File: config.mk
export PLATFORM = sky130hd
export DESIGN_NAME = multi_channel_sync_filter
export DESIGN_NICKNAME = d
export VERILOG_FILES = /design/src/rtl/multi_channel_sync_filter.sv
export SDC_FILE = /design/constraint.sdc
export NUM_CORES = 1
export LEC_CHECK = 0
export ABC_AREA = 1
export BUFFER_PORTS_ARGS = -buffer_cell sky130_fd_sc_hd__buf_2
export CORE_ASPECT_RATIO = 1.25
export CORE_MARGIN = 3
export CORE_UTILIZATION = 59
export DETAILED_ROUTE_END_ITERATION = 6
export PLACE_DENSITY = 0.84
export SLEW_MARGIN = 20
export SYNTH_ARGS = -nofsm -noshare
export SYNTH_HDL_FRONTEND = slang
export SYNTH_SLANG_ARGS = --single-unit
export TNS_END_PERCENT = 1
File: constraint.sdc
create_clock -name clk_B -period 2.05 [get_ports clk_B]
set_input_delay 0.1025 -clock clk_B [delete_from_list [all_inputs] [get_ports clk_B]]
set_output_delay 0.1025 -clock clk_B [all_outputs]
set_load 0.01 [all_outputs]
File: src/rtl/multi_channel_sync_filter.sv
// Multi-channel level synchronizer with persistence filter, edge pulses and
// saturating per-channel edge counters. All state lives in the clk_B domain.
module multi_channel_sync_filter #(
    parameter int unsigned NUM_CH      = 4,
    parameter int unsigned SYNC_STAGES = 2,
    parameter int unsigned FILTER_LEN  = 3,
    parameter int unsigned CNT_W       = 8
) (
    input  logic                    clk_B,
    input  logic                    reset_B,
    input  logic [NUM_CH-1:0]       async_in,
    input  logic                    clear_cnt,
    output logic [NUM_CH-1:0]       sync_out,
    output logic [NUM_CH-1:0]       rise_pulse,
    output logic [NUM_CH-1:0]       fall_pulse,
    output logic [NUM_CH*CNT_W-1:0] edge_cnt,
    output logic [NUM_CH-1:0]       cnt_sat
);

    localparam int unsigned          FCNT_W    = $clog2(FILTER_LEN + 1);
    localparam logic [FCNT_W-1:0]    FILT_LAST = FCNT_W'(FILTER_LEN - 1);

    // Stage 0 is the only flop that samples async_in; the last stage feeds the filter.
    logic [SYNC_STAGES-1:0] sync_q [NUM_CH];
    logic [SYNC_STAGES-1:0] sync_d [NUM_CH];
    logic [FCNT_W-1:0]      filt_q [NUM_CH];
    logic [FCNT_W-1:0]      filt_d [NUM_CH];
    logic [CNT_W-1:0]       cnt_q  [NUM_CH];
    logic [CNT_W-1:0]       cnt_d  [NUM_CH];
    logic [NUM_CH-1:0]      out_q, out_d;
    logic [NUM_CH-1:0]      rise_q, rise_d;
    logic [NUM_CH-1:0]      fall_q, fall_d;
    logic [NUM_CH-1:0]      sat_q, sat_d;

    // Next-state for synchronizer, filter, edge pulses and edge counters, per channel.
    always_comb begin
        out_d  = out_q;
        rise_d = '0;
        fall_d = '0;
        sat_d  = '0;
        for (int unsigned i = 0; i < NUM_CH; i++) begin
            sync_d[i] = {sync_q[i][SYNC_STAGES-2:0], async_in[i]};
            filt_d[i] = '0;
            cnt_d[i]  = cnt_q[i];

            // Filter counts consecutive cycles of disagreement; accepting on the
            // FILTER_LEN-th one launches the matching pulse on the same edge.
            if (sync_q[i][SYNC_STAGES-1] != out_q[i]) begin
                if (filt_q[i] == FILT_LAST) begin
                    out_d[i]  = sync_q[i][SYNC_STAGES-1];
                    rise_d[i] = sync_q[i][SYNC_STAGES-1];
                    fall_d[i] = ~sync_q[i][SYNC_STAGES-1];
                end else begin
                    filt_d[i] = filt_q[i] + FCNT_W'(1);
                end
            end

            // A pulse is counted on the edge that ends its cycle; clear wins.
            if (clear_cnt) begin
                cnt_d[i] = '0;
            end else if ((rise_q[i] || fall_q[i]) && (cnt_q[i] != '1)) begin
                cnt_d[i] = cnt_q[i] + CNT_W'(1);
            end
            sat_d[i] = (cnt_d[i] == '1);
        end
    end

    // State registers with synchronous active-high reset.
    always_ff @(posedge clk_B) begin
        if (reset_B) begin
            sync_q <= '{default: '0};
            filt_q <= '{default: '0};
            cnt_q  <= '{default: '0};
            out_q  <= '0;
            rise_q <= '0;
            fall_q <= '0;
            sat_q  <= '0;
        end else begin
            sync_q <= sync_d;
            filt_q <= filt_d;
            cnt_q  <= cnt_d;
            out_q  <= out_d;
            rise_q <= rise_d;
            fall_q <= fall_d;
            sat_q  <= sat_d;
        end
    end

    // Pack per-channel counters onto the flat output bus.
    always_comb begin
        edge_cnt = '0;
        for (int unsigned i = 0; i < NUM_CH; i++) begin
            edge_cnt[i*CNT_W +: CNT_W] = cnt_q[i];
        end
    end

    assign sync_out   = out_q;
    assign rise_pulse = rise_q;
    assign fall_pulse = fall_q;
    assign cnt_sat    = sat_q;

endmodule

==> run metrics <==
Pint 1.809 mW; grt total ovfl 0; Comb pwr share 2.5%; Tightest Hold Check Type in2reg; P per Cell Area 652.7 nW/um^2; critical path endpoint category flop; clk buf depth 2; final hold vios 0; Final nets 514; Period minus WS final 1657 ps; FF+latch count, synth 64; number of port buffers 54; Die Y 85.28 um; unrepaired setup endpoints after global routing false; Post-Syn Area 2967 sq um; slew margin rel. 67.10%; n_diodes 0; DR iter-0 viols 157; Vias per Instance 5.055; Reg2Reg Setup Slack 390 ps; Max Slew Vio Count 0; reg2reg end cnt_sat[0]; Worst Tran Pin Value 491.6 ps; post-DR wirelength/cell 11.06 um; post-synthesis sequential area ratio 43.19%; cells on worst reg2reg path 9; die area 5921 sq um; largest net degree at the start of global routing 22; Detailed Route WL 6.238 mm; first-pass GRT wire length 10.81 mm; Synth Net Count 449; Psw 0.4846 mW; area grow syn2layout 18.47%; Clock Skew 9.281 ps; CP Launch Type flop; crit path to cnt_sat[0]; clk sinks 64; library cells used by synthesis 24; setup TNS 0 ps; VDD IR max 605.3 uV; Clk pwr share 42.6%; Fillers 397; Clk pin slew, worst setup/hold paths 70 ps; CTS Buf Count 9; antenna violations before repair 0; Post-DRT Antenna Nets 0; hpwl dp 4.739 mm; status completed; Crit Path Max Fanout 12; Crit Path Class reg2reg; CTS tree yes; Switching Share 21.12%; die width 69.43 um; number of remaining DRC errors 0; H-Tree Depth 3; Worst-Skew Late Latency 340 ps; vias in the first global route 2635; origin of the critical flop-to-flop path edge_cnt[0]; Avg Inst Size Synth 6.835 sq um; CP arrival 1930 ps; CTS root buffer clkbuf_8; worst hold margin 145.0 ps; ratio of cells with drive above 1 in the final layout 16.67%; initial core utilization 61.81%; warnings from Yosys 0; cell count after synthesis 434; endpoints failing setup 0; overall power 2.294 mW; GRT Util Overall 22.55%; leak pwr 1.613 nW; fmax 0.6034 GHz; register share of total power 54.9%; WP data required 2320 ps; post-route clock period utilization 80.84%; max_cap viols 0; Rows 28; vias post-DR 2851; Pre-Repair DR Iteration Count 4; Core Box Area 4800 sq um; setup bufs post-CTS 0; Critical path origin edge_cnt[0]; Placer Congestion 0.9104; I/O pin count 55
[sequential cells by signal (all words and copies together), names as in the netlist]
register and cells:
cnt_sat 4, edge_cnt 32, fall_pulse 4, filt_q 8, rise_pulse 4, sync_d 4, sync_out 4, sync_q 4
[critical path: stages (launching register included)]
cell and delay (ps):
dfxtp_1 420, ha_1 230, nand2_1 80, inv_1 80, nand3_2 220, nand3b_1 160, nand3_1 100, nor2_1 130
nand2_1 60, nor2_1 100
[repair_timing]
action,4_1_cts,5_1_grt
gates resized for setup,0,0
hold endpoints to repair,4,0
hold buffers,4,0
[cell usage after synthesis]
cell type,count,area (sq um)
xor2_1,1,8.760
nand3_1,48,240.2
o21ai_1,1,5.000
buf_6,2,22.52
nand2_2,3,18.77
buf_1,1,3.750
nand3b_1,3,22.52
dfxtp_1,64,1281
nor2_2,2,12.51
nand3_2,4,40.04
a21oi_1,12,60.06
nand3_4,1,17.52
nor2_1,88,330.3
inv_1,68,255.2
nand2_4,1,11.26
nor2_4,2,22.52
ha_1,8,100.1
nor3_1,12,60.06
o21ai_0,12,60.06
clkinv_1,2,7.510
nand4_1,6,37.54
nand2_1,89,334.1
inv_2,1,3.750
clkbuf_1,3,11.26
[kinds of logic (layout without fill, tap and decap cells)]
group / after synthesis / after routing / share of synthesized area, %
flip-flops: 64 / 64 / 43.19
AO/OA/AOI/OAI: 25 / 25 / 4.218
adder cells (fa/ha/maj): 8 / 8 / 3.374
XOR/XNOR: 1 / 1 / 0.2953
AND/OR/NAND/NOR: 259 / 259 / 38.68
buffers and inverters: 77 / 147 / 10.25
[metrics by stage]
stage | utilization [%] | worst slack (ps) | instances | area, sq um
3_3_place_gp | 68.53 | 427.0 | 544 | 3289
5_1_grt | 73.23 | 161.7 | 564 | 3515
4_1_cts | 73.23 | 384.6 | 564 | 3515
2_1_floorplan | - | 575.1 | 434 | 2967
3_5_place_dp | 68.53 | 402.9 | 544 | 3289
6_report | 73.23 | 392.8 | 564 | 3515
[power groups by stage]
| stage | sequential, mW | combinational [mW] | clock [mW] |
|---|---|---|---|
| 3_3_place_gp | 1.29 | 0.0507 | 0 |
| 5_1_grt | 1.26 | 0.0661 | 1.06 |
| 4_1_cts | 1.26 | 0.0580 | 1.00 |
| 6_report | 1.26 | 0.0580 | 0.977 |
| 3_5_place_dp | 1.29 | 0.0523 | 0 |
| 2_1_floorplan | 1.29 | 0.0336 | 0 |
[layer usage]
layer	vias to the layer above	GRT usage [%]	wire, um
li1	1485	-	-
met2	62	40.36	3160
met4	0	11.72	129
met3	15	5.569	318
met1	1289	24.42	2630
met5	-	0	0
[cells in the final DEF (no fill, tap or decap)]
master / count
dfxtp_1: 64
clkbuf_8: 12
clkbuf_1: 2
buf_4: 2
o21ai_0: 12
nand3_2: 4
clkinvlp_4: 1
inv_1: 68
nor2_1: 88
o21ai_1: 1
nor2_4: 2
a21oi_1: 12
xor2_1: 1
nand4_1: 6
clkinv_1: 2
nor3_1: 12
inv_2: 1
clkinv_2: 1
nand2_2: 3
nor2_2: 2
nand3_4: 1
nand2_4: 1
ha_1: 8
nand3_1: 48
nand2_1: 89
dlygate4sd3_1: 4
buf_2: 54
nand3b_1: 3
[final cells by class]
cell class / count / area (sq um) / area share, %
clock inverter: 2 / 12.51 / 0.3560
sequential: 64 / 1281 / 36.45
inverter: 71 / 266.5 / 7.583
timing repair buffer: 60 / 325.3 / 9.256
multi-input combinational: 293 / 1381 / 39.30
tap: 60 / 75.07 / 2.136
clock buffer: 14 / 172.7 / 4.913
[how the worst min path moves through the flow]
stage	startpoint	end	depth (start not counted)
floorplan	async_in[3]	sync_d[1]	2
global placement	async_in[3]	sync_d[1]	3
detailed placement	async_in[2]	sync_d[3]	3
CTS	reset_B	edge_cnt[28]	2
global route	reset_B	sync_d[1]	2
finish	reset_B	edge_cnt[28]	2
Power figures use the tool's default switching activity.
